[src/rtl/time_entry_encoder.sv]
// Keypad entry block: assembles six digits into packed time/date/alarm words.
// Optional month-length day checking is enabled by defining DAY_LIMIT_EN.
module time_entry_encoder #(
  parameter int unsigned TIMEOUT_CYCLES = 500000000
) (
  input  logic        i_clk,
  input  logic        i_reset,
  input  logic        i_start,
  input  logic [1:0]  i_mode,
  input  logic        i_key_valid,
  input  logic [3:0]  i_key_digit,
  input  logic        i_key_back,
  input  logic        i_key_clear,
  output logic [16:0] o_out_time,
  output logic [15:0] o_out_date,
  output logic [16:0] o_out_alarm_time,
  output logic        o_load_time,
  output logic        o_load_date,
  output logic        o_load_alarm,
  output logic        o_busy,
  output logic [2:0]  o_digit_pos,
  output logic        o_err,
  output logic [1:0]  o_state
);

  // Pulse semantics: START/KEY_* are single-cycle requests with no ready;
  // LOAD_* and ERR are single-cycle registered strobes with no back-pressure.
  typedef enum logic [1:0] {S_IDLE = 2'd0, S_ENTRY = 2'd1, S_COMMIT = 2'd2} state_t;

  state_t           r_state, w_state_nxt;
  logic [1:0]       r_mode;
  logic [2:0]       r_pos;
  logic [5:0][3:0]  r_dig;
  logic [31:0]      r_tcnt;
  logic [16:0]      r_out_time, r_out_alarm;
  logic [15:0]      r_out_date;
  logic             r_load_time, r_load_date, r_load_alarm, r_err;

  logic w_is_date, w_ok, w_go_entry, w_accept, w_back, w_err, w_timeout;

  function automatic logic [6:0] bcd2(input logic [3:0] tens, input logic [3:0] ones);
    return 7'(tens) * 7'd10 + 7'(ones);
  endfunction

  assign w_is_date = (r_mode == 2'd1);
  assign w_timeout = (TIMEOUT_CYCLES != 0) && (r_tcnt == 32'(TIMEOUT_CYCLES - 1));

`ifdef DAY_LIMIT_EN
  logic [6:0] w_month, w_day, w_year, w_max_day;
  logic       w_leap;
  always_comb begin
    w_month = bcd2(r_dig[2], r_dig[3]);
    w_day   = bcd2(r_dig[4], i_key_digit);
    w_year  = bcd2(r_dig[0], r_dig[1]);
    w_leap  = ((w_year % 7'd4) == 7'd0);
    case (w_month)
      7'd2:                    w_max_day = w_leap ? 7'd29 : 7'd28;
      7'd4, 7'd6, 7'd9, 7'd11: w_max_day = 7'd30;
      default:                 w_max_day = 7'd31;
    endcase
  end
`endif

  // Digit check uses the tens digit already in the buffer for the field.
  always_comb begin
    w_ok = (i_key_digit <= 4'd9);
    case (r_pos)
      3'd0: if (!w_is_date && i_key_digit > 4'd2) w_ok = 1'b0;
      3'd1: if (!w_is_date && r_dig[0] == 4'd2 && i_key_digit > 4'd3) w_ok = 1'b0;
      3'd2: if (w_is_date ? (i_key_digit > 4'd1) : (i_key_digit > 4'd5)) w_ok = 1'b0;
      3'd3: if (w_is_date && ((r_dig[2] == 4'd1 && i_key_digit > 4'd2) ||
                              (r_dig[2] == 4'd0 && i_key_digit == 4'd0))) w_ok = 1'b0;
      3'd4: if (w_is_date ? (i_key_digit > 4'd3) : (i_key_digit > 4'd5)) w_ok = 1'b0;
      3'd5: begin
        if (w_is_date && ((r_dig[4] == 4'd3 && i_key_digit > 4'd1) ||
                          (r_dig[4] == 4'd0 && i_key_digit == 4'd0))) w_ok = 1'b0;
`ifdef DAY_LIMIT_EN
        if (w_is_date && w_day > w_max_day) w_ok = 1'b0;
`endif
      end
      default: w_ok = 1'b0;
    endcase
  end

  always_comb begin
    w_state_nxt = r_state;
    w_go_entry  = 1'b0;
    w_accept    = 1'b0;
    w_back      = 1'b0;
    w_err       = 1'b0;
    case (r_state)
      S_IDLE: begin
        if (i_start) begin
          if (i_mode != 2'd3) begin
            w_go_entry  = 1'b1;
            w_state_nxt = S_ENTRY;
          end else begin
            w_err = 1'b1;
          end
        end
      end
      S_ENTRY: begin
        if (i_key_clear) begin
          w_state_nxt = S_IDLE;
        end else if (i_start) begin
          if (i_mode != 2'd3) begin
            w_go_entry = 1'b1;
          end else begin
            w_state_nxt = S_IDLE;
            w_err       = 1'b1;
          end
        end else if (i_key_back) begin
          w_back = 1'b1;
        end else if (i_key_valid) begin
          if (w_ok) begin
            w_accept = 1'b1;
            if (r_pos == 3'd5) w_state_nxt = S_COMMIT;
          end else begin
            w_err = 1'b1;
          end
        end else if (w_timeout) begin
          w_state_nxt = S_IDLE;
          w_err       = 1'b1;
        end
      end
      S_COMMIT: w_state_nxt = S_IDLE;
      default:  w_state_nxt = S_IDLE;
    endcase
  end

  always_ff @(posedge i_clk) begin
    if (i_reset) begin
      r_state      <= S_IDLE;
      r_mode       <= 2'd0;
      r_pos        <= 3'd0;
      r_dig        <= '0;
      r_tcnt       <= 32'd0;
      r_out_time   <= 17'd0;
      r_out_date   <= 16'd0;
      r_out_alarm  <= 17'd0;
      r_load_time  <= 1'b0;
      r_load_date  <= 1'b0;
      r_load_alarm <= 1'b0;
      r_err        <= 1'b0;
    end else begin
      r_state      <= w_state_nxt;
      r_err        <= w_err;
      r_load_time  <= 1'b0;
      r_load_date  <= 1'b0;
      r_load_alarm <= 1'b0;
      if (w_go_entry) begin
        r_mode <= i_mode;
        r_pos  <= 3'd0;
        r_dig  <= '0;
        r_tcnt <= 32'd0;
      end else if (r_state == S_ENTRY) begin
        r_tcnt <= (i_key_valid || i_key_back) ? 32'd0 : r_tcnt + 32'd1;
      end
      if (w_back && r_pos != 3'd0) r_pos <= r_pos - 3'd1;
      if (w_accept) begin
        r_dig[r_pos] <= i_key_digit;
        if (r_pos != 3'd5) r_pos <= r_pos + 3'd1;
      end
      // Last digit lands in the buffer at the previous edge; pack it now.
      if (r_state == S_COMMIT) begin
        case (r_mode)
          2'd0: begin
            r_out_time  <= {5'(bcd2(r_dig[0], r_dig[1])), 6'(bcd2(r_dig[2], r_dig[3])),
                            6'(bcd2(r_dig[4], r_dig[5]))};
            r_load_time <= 1'b1;
          end
          2'd1: begin
            r_out_date  <= {7'(bcd2(r_dig[0], r_dig[1])), 4'(bcd2(r_dig[2], r_dig[3])),
                            5'(bcd2(r_dig[4], r_dig[5]))};
            r_load_date <= 1'b1;
          end
          2'd2: begin
            r_out_alarm  <= {5'(bcd2(r_dig[0], r_dig[1])), 6'(bcd2(r_dig[2], r_dig[3])),
                             6'(bcd2(r_dig[4], r_dig[5]))};
            r_load_alarm <= 1'b1;
          end
          default: ;
        endcase
      end
    end
  end

  assign o_out_time       = r_out_time;
  assign o_out_date       = r_out_date;
  assign o_out_alarm_time = r_out_alarm;
  assign o_load_time      = r_load_time;
  assign o_load_date      = r_load_date;
  assign o_load_alarm     = r_load_alarm;
  assign o_busy           = (r_state == S_ENTRY);
  assign o_digit_pos      = r_pos;
  assign o_err            = r_err;
  assign o_state          = r_state;

endmodule

[config.mk]
export PLATFORM = sky130hd
export DESIGN_NAME = time_entry_encoder
export DESIGN_NICKNAME = d
export VERILOG_FILES = /design/src/rtl/time_entry_encoder.sv
export SDC_FILE = /design/constraint.sdc
export NUM_CORES = 1
export LEC_CHECK = 0
export BUFFER_PORTS_ARGS = -buffer_cell sky130_fd_sc_hd__buf_2
export CORE_MARGIN = 2
export CORE_UTILIZATION = 35
export CTS_BUF_LIST = sky130_fd_sc_hd__clkbuf_4 sky130_fd_sc_hd__clkbuf_8 sky130_fd_sc_hd__clkbuf_16
export DETAILED_ROUTE_END_ITERATION = 8
export SLEW_MARGIN = 20
export SYNTH_ARGS = -nofsm -noshare
export SYNTH_HDL_FRONTEND = slang
export SYNTH_SLANG_ARGS = --single-unit
[constraint.sdc]
create_clock -name i_clk -period 4.9 [get_ports i_clk]
set_input_delay 0 -clock i_clk [delete_from_list [all_inputs] [get_ports i_clk]]
set_output_delay 0 -clock i_clk [all_outputs]
set_load 0.01 [all_outputs]
==> flow_summary.yaml, run 1 <==
yosys:
  yosys.area_share.adder_pct: 7.120
  yosysSeqAreaShare_pct: 42.45
  ys_ff_latch: 117
  synth_area_um2: 5518
  yosys.area_share.xor_xnor_pct: 6.667
  synth_mux_area_share_pct: 4.943
  synth_cell_types: 61
  ys_warn_count: 0
  netlist_instances: 631
  async_flop_share_pct: 0
  syn-mean-instance-area_um2: 8.745
  synth_top_cell_by_area: "dfxtp_1"
  synth-simple-area-share_pct: 24.10
  synth_compound_area_share_pct: 11.04
  synthesis.nets: 672
  synth_edf_count: 0
  synth_top_family_by_area: "simple AND/OR/NAND/NOR gates"
  synth_area_leaders: "dfxtp_1 42%, nand2_1 8.4%, ha_1 5.7%, a21oi_1 4.8%, mux2i_1 4.5%"
  synthDominantCellAreaShare_pct: 42.45
  synthFlopType: "dfxtp_1"
routing:
  drc: 0
  num_vias: 4632
  first_iter_violations: 262
  wire_per_inst_um: 14.38
  routed_wirelength_um: 13360
  ant_nets: 0
  vias_per_cell: 4.986
  drt-pass1-iter-count: 5
timing:
  final_max_slew_viol_count: 0
  setup_viol: 0
  rsz0062_at_grt: "no"
  max_freq_ghz: 0.3999
  clock_skew_ps: 7.665
  period_share_pct: 51.03
  hold_violations: 0
  slew_headroom_pct: 50.65
  tightest_slew_ps: 738.5
  finalCriticalPeriod_ps: 2500
  finalSetupTns_ps: 0
clock_tree:
  post_cts_buffers: 0
  clk_pin_slew_ps: 50
  cts_tree: "done"
  cts.sink_count: 117
  clk_path_buf_depth: 2
  clock_latency_ps: 410
  cts_root_buffer: "clkbuf_16"
  cts_resized: 0
  cts_max_level: 4
  numCtsBuffers: 17
power:
  irDropWorstVdd_mv: 0.2272
  power_density_nw_per_um2: 350.9
  p_comb_share_pct: 4.3
  p_sw_share_pct: 21.60
  switching_power_uw: 509.8
  clockPowerShare_pct: 54.9
  seq_power_share_pct: 40.8
  p_leak_uw: 0.002671
  intPower_uw: 1850
floorplan:
  initial_utilization_pct: 36.03
  die_w_um: 129.6
  io_pins: 72
  die_area_um2: 16790
  coreArea_um2: 15310
  die_h_um: 129.6
  rows: 45
worst_setup_path:
  cp-startpoint: "o_digit_pos[2]"
  required_ps: 5190
  arrival_ps: 2790
  r2r_start: "o_digit_pos[2]"
  start_kind: "flop"
  regToRegEndpoint: "o_state[0]"
  rrSetupSlack_ps: 2400
  crit_path_cell_trace: "inv_2 -> or4_4 -> o221ai_2 -> nand4_2 -> a22oi_2 -> mux2_2"
  slowest_stage: "dfxtp_1"
  critical_path_class: "reg2reg"
  max_stage_delay_ps: 630
  r2r_cells: 6
  end_kind: "flop"
  path_max_fanout: 15
global_route:
  globalRouteMet3Util_pct: 3.592
  grt_max_degree: 71
  grt_use_total_pct: 16.36
  grt_busiest_layer: "met2"
  grt_pass1_wl_um: 21700
  grt_pass1_vias: 4445
  antenna_found_initial: 0
  grt-ovfl-total: 0
  use_met1_pct: 19.69
  grt.met2_usage_pct: 28.61
layout:
  final_nets: 746
  final_layout_size_suffix_gt1_share_pct: 18.11
  finalNonFillerCells: 929
  antenna_cells: 0
  area_growth_pct: 21.88
  fin_util_pct: 43.91
placement:
  place_inst: 891
  dp.final_hpwl_um: 9637
  io_buffers: 71
  gp_congestion: 0.7914
worst_hold_path:
  hold_end: "o_state[1]"
  min_path_cells: 5
  hold_class: "in2reg"
  hold_start: "i_key_clear"
job:
  max-cap-violations: 0
outcome:
  status: "finished clean"
==> registers in the layout, indices dropped and copies added (netlist names) <==
signal,cells
o_out_time,17
o_load_date,1
o_out_date,16
o_load_time,1
o_state,2
o_out_alarm_time,17
r_mode,2
o_err,1
o_load_alarm,1
r_dig,24
o_digit_pos,3
r_tcnt,32
==> final cells by class <==
| cell class | count | area [um2] |
|---|---|---|
| Clock inverter | 13 | 180.2 |
| Multi-Input combinational cell | 472 | 2989 |
| Clock buffer | 19 | 440.4 |
| Sequential cell | 117 | 2342 |
| Fill cell | 1509 | 8589 |
| Timing Repair Buffer | 82 | 452.9 |
| Tap cell | 211 | 264.0 |
| Inverter | 15 | 56.30 |
==> cell usage after synthesis (all sizes together), types with 4 or more instances <==
library cell,n
a211oi,18
a21oi,53
and3,6
and4,7
clkbuf,25
dfxtp,117
fa,4
ha,25
inv,15
mux2i,25
nand2,123
nand2b,10
nand3,15
nand4,13
nor2,57
nor2b,6
nor3,10
nor4,4
nor4b,6
o21ai,11
or3,4
xnor2,18
xor2,24
==> power groups by stage <==
| stage | Clock (uW) | Combinational [uW] | Sequential [uW] |
|---|---|---|---|
| global placement | 0 | 94.4 | 984 |
| CTS | 1320 | 99.0 | 964 |
| finish | 1300 | 101 | 964 |
| global route | 1360 | 111 | 965 |
| detailed placement | 0 | 95.3 | 984 |
| floorplan | 0 | 66.7 | 984 |
==> worst max-delay path, delay by kind of cell, from the launching register on <==
| family | cells | cell delay, ps |
|---|---|---|
| AO/OA/AOI/OAI | 2 | 450 |
| multiplexers | 1 | 350 |
| flip-flops | 1 | 630 |
| buffers and inverters | 1 | 110 |
| AND/OR/NAND/NOR | 2 | 840 |
==> metrics by stage <==
step	cell area [um2]	setup slack (ps)	hold slack (ps)	power, uW
final	6725	2400	103.7	2360
after global routing	6725	2237	126.9	2439
after detailed placement	6037	2425	296.0	1080
after floorplan	5518	2657	145.2	1051
after CTS	6718	2410	71.63	2385
after global placement	6037	2506	291.0	1078
==> placed cells by master (no fill, tap or decap), types with 3 or more instances in the layout <==
cell	n
dlygate4sd3_1	6
a21oi_1	52
xnor2_1	18
nor3_1	8
and3_1	6
xor2_1	24
a21o_1	3
buf_2	71
and4_1	4
nor2b_1	6
nand4_1	12
nor2_1	57
or3_1	4
clkinv_2	4
nor4_1	4
o21ai_0	9
nor4b_1	5
a211oi_1	17
nand2b_1	9
buf_4	5
clkinvlp_4	3
fa_1	4
ha_1	25
bufinv_16	4
nand3_1	15
clkbuf_16	17
mux2i_1	25
nand2_1	123
dfxtp_1	117
inv_1	14
==> routing by layer <==
layer / part of all wire, % / wire (um)
met5: 0 / 0
met4: 1.0 / 134
met3: 3.4 / 448
met2: 51 / 6852
met1: 44 / 5922
==> worst max-delay path by stage <==
stage | end | slack, ps
global placement | o_state[0] | 2510
floorplan | o_digit_pos[0] | 2660
CTS | o_state[0] | 2410
global route | o_digit_pos[0] | 2240
finish | o_state[0] | 2400
detailed placement | o_state[0] | 2420
==> logic make-up after synthesis <==
| logic type | after synthesis |
|---|---|
| adder cells (fa/ha/maj) | 29 |
| AND/OR/NAND/NOR | 275 |
| multiplexers | 27 |
| XOR/XNOR | 42 |
| flip-flops | 117 |
| buffers and inverters | 42 |
| AO/OA/AOI/OAI | 99 |
==> timing repair <==
item	4_1_cts	5_1_grt
endpoints found under the setup margin	0	0
endpoints found under the hold margin	6	0
hold buffers	6	0
Power figures use the tool's default switching activity.
==> run 2, diff against run 1 <==
--- a/config.mk
+++ b/config.mk
@@ -5,6 +5,7 @@
 export SDC_FILE = /design/constraint.sdc
 export NUM_CORES = 1
 export LEC_CHECK = 0
+export ABC_AREA = 1
 export BUFFER_PORTS_ARGS = -buffer_cell sky130_fd_sc_hd__buf_2
 export CORE_MARGIN = 2
 export CORE_UTILIZATION = 35
==> constraint.sdc (replaced) <==
create_clock -name i_clk -period 2.5 [get_ports i_clk]
set_input_delay 0 -clock i_clk [delete_from_list [all_inputs] [get_ports i_clk]]
set_output_delay 0 -clock i_clk [all_outputs]
set_load 0.01 [all_outputs]
==> run 2 against run 1 <==
  * Clock power is 86% higher
  * Synthesized cell count is 38% higher
  * Utilization is 0.33 points lower
  * Critical endpoint is now r_dig[19]
  * Sequential power is 96% higher
  * Register-to-register slack worse by 2000 ps
  * Hold slack worse by 87 ps
  * Highest routed layer unchanged
  * Maximum frequency is 17% higher
  * Sequential share of layout area is 2.7 points lower
  * First-iteration DRC count is 3.8% lower
  * Via count is 20% higher
==> flow_summary.yaml, run 2 <==
outcome:
  status: "finished clean"
layout:
  final_layout_size_suffix_gt1_share_pct: 14.61
  layout_commonest_cell: "nor2_1"
  area_growth_pct: 20.88
  final_cell_mix: "199 x nor2_1, 154 x nand2_1, 117 x dfxtp_1"
  antenna_cells: 0
  reg.largest.list: "r_tcnt x32, r_dig x24"
  top_register: "r_tcnt"
  largest_reg_flops: 32
  final_nets: 986
global_route:
  grt-ovfl-total: 0
  grt_pass1_wl_um: 25110
  grt_max_degree: 61
  grt_use_total_pct: 17.23
  antenna_found_initial: 0
  grt_pass1_vias: 5182
yosys:
  synth.most_common_cell: "nor2_1"
  yosysSeqAreaShare_pct: 38.89
  synth_mux_area_share_pct: 0
  synth_edf_count: 0
  synth_top_cell_by_area: "dfxtp_1"
  synth_area_um2: 6022
  synthesis.nets: 911
  ys_ff_latch: 117
  synth_cell_types: 37
  netlist_instances: 870
  yosys.area_share.xor_xnor_pct: 3.200
  async_flop_share_pct: 0
  synth_area_leaders: "dfxtp_1 39%, nor2_1 12%, nand2_1 9.6%, o21ai_0 6.6%, inv_1 5.8%"
  ys_warn_count: 0
  yosys.area_share.adder_pct: 6.524
  synthFlopType: "dfxtp_1"
  syn-mean-instance-area_um2: 6.922
  synth-simple-area-share_pct: 32.06
  synth_common_cells: "199 x nor2_1, 154 x nand2_1, 117 x dfxtp_1"
  synthDominantCellAreaShare_pct: 38.89
  synth_top_family_by_area: "simple AND/OR/NAND/NOR gates"
  synth_compound_area_share_pct: 11.18
placement:
  gp_congestion: 0.8166
  io_buffers: 71
  dp.final_hpwl_um: 10870
timing:
  clock_skew_ps: 9.799
  fin_hold_ws_ps: 16.59
  tightest_slew_ps: 569.6
  final_max_slew_viol_count: 0
  period_share_pct: 85.19
  rsz0062_at_grt: "no"
  finalSetupTns_ps: 0
  finalCriticalPeriod_ps: 2130
  slew_headroom_pct: 61.99
  hold_violations: 0
  setup_viol: 0
  max_freq_ghz: 0.4695
clock_tree:
  cts_resized: 0
  post_cts_buffers: 0
  cts_max_level: 4
  clk_pin_slew_ps: 60
  cts_root_buffer: "clkbuf_16"
  clock_latency_ps: 420
  clk_path_buf_depth: 2
  postCtsHoldBufs: 9
  cts_tree: "done"
  numCtsBuffers: 17
  cts.sink_count: 117
worst_setup_path:
  critical_path_class: "reg2reg"
  rrSetupSlack_ps: 370
  end_kind: "flop"
  start_kind: "flop"
  path_max_fanout: 9
  required_ps: 2800
  arrival_ps: 2430
power:
  p_leak_uw: 0.003491
  power_density_nw_per_um2: 625.7
  irDropWorstVdd_mv: 0.5342
  total_power_uw: 4555
routing:
  num_vias: 5569
  wire_per_inst_um: 12.96
  ant_nets: 0
  routed_wirelength_um: 15260
  drc: 0
  drt-pass1-iter-count: 5
  first_iter_violations: 252
  vias_per_cell: 4.728
job:
  max-cap-violations: 0
floorplan:
  io_pins: 72
  rows: 47
  die_h_um: 135.2
  initial_utilization_pct: 36.06
  coreArea_um2: 16700
  die_area_um2: 18270
  die_w_um: 135.2
worst_hold_path:
  hold_class: "in2reg"
==> run 2: area by class of cell <==
cell class	instances	area (um2)
clock inverter	14	152.6
sequential	117	2342
timing repair buffer	86	503.0
inverter	98	367.9
fill	1757	9422
tap	220	275.3
clock buffer	18	439.2
multi-input combinational	625	3199
==> run 2: power breakdown <==
| group | total [uW] | internal [uW] | switching (uW) |
|---|---|---|---|
| clock | 2420 | 1500 | 925 |
| combinational | 242 | 71.1 | 171 |
| sequential | 1890 | 1880 | 11.6 |
| total | 4560 | 3450 | 1110 |
==> run 2: layer usage <==
layer  routed length [um]  GRT usage [%]
met1                 7106          21.58
met2                 7445          29.64
met3                  536          3.816
met4                  174          5.266
met5                    0              0
==> run 2: final timing paths <==
kind                                      from     endpoint  cells after the start
worst max-delay path            o_digit_pos[1]    r_dig[19]                     10
worst max register to register  o_digit_pos[1]    r_dig[19]                     10
worst min-delay path                   i_reset  o_load_date                      2
worst min register to register      r_tcnt[30]   r_tcnt[30]                      2
==> run 2: cells by family (layout without fill, tap and decap cells) <==
group                      after synthesis  count (layout)
and+or+nand+nor                        443             443
xor gates and xnor gates                22              22
adders and majority gates               29              29
AOI/OAI and AO/OA                      131             131
DFF                                    117             117
buffers and inverters                  128             216
==> run 2: critical path: stages, from the launching register on <==
cell      delay, ps
dfxtp_1         400
inv_1           190
ha_1            210
nand2_1         140
nand3b_1        230
nand2_1          80
nor2_1           60
nor2_4          210
nand4_2         250
nor2_1          170
nor2_1           60
==> run 2: per-stage QoR <==
step	instance area [um2]	util, %	std cells	worst slack [ps]
floorplan	6022	-	870	624.1
global placement	6598	39.50	1137	359.3
detailed placement	6598	39.50	1137	365.2
CTS	7279	43.59	1178	324.7
global route	7279	43.59	1178	58.33
finish	7279	43.59	1178	370.2
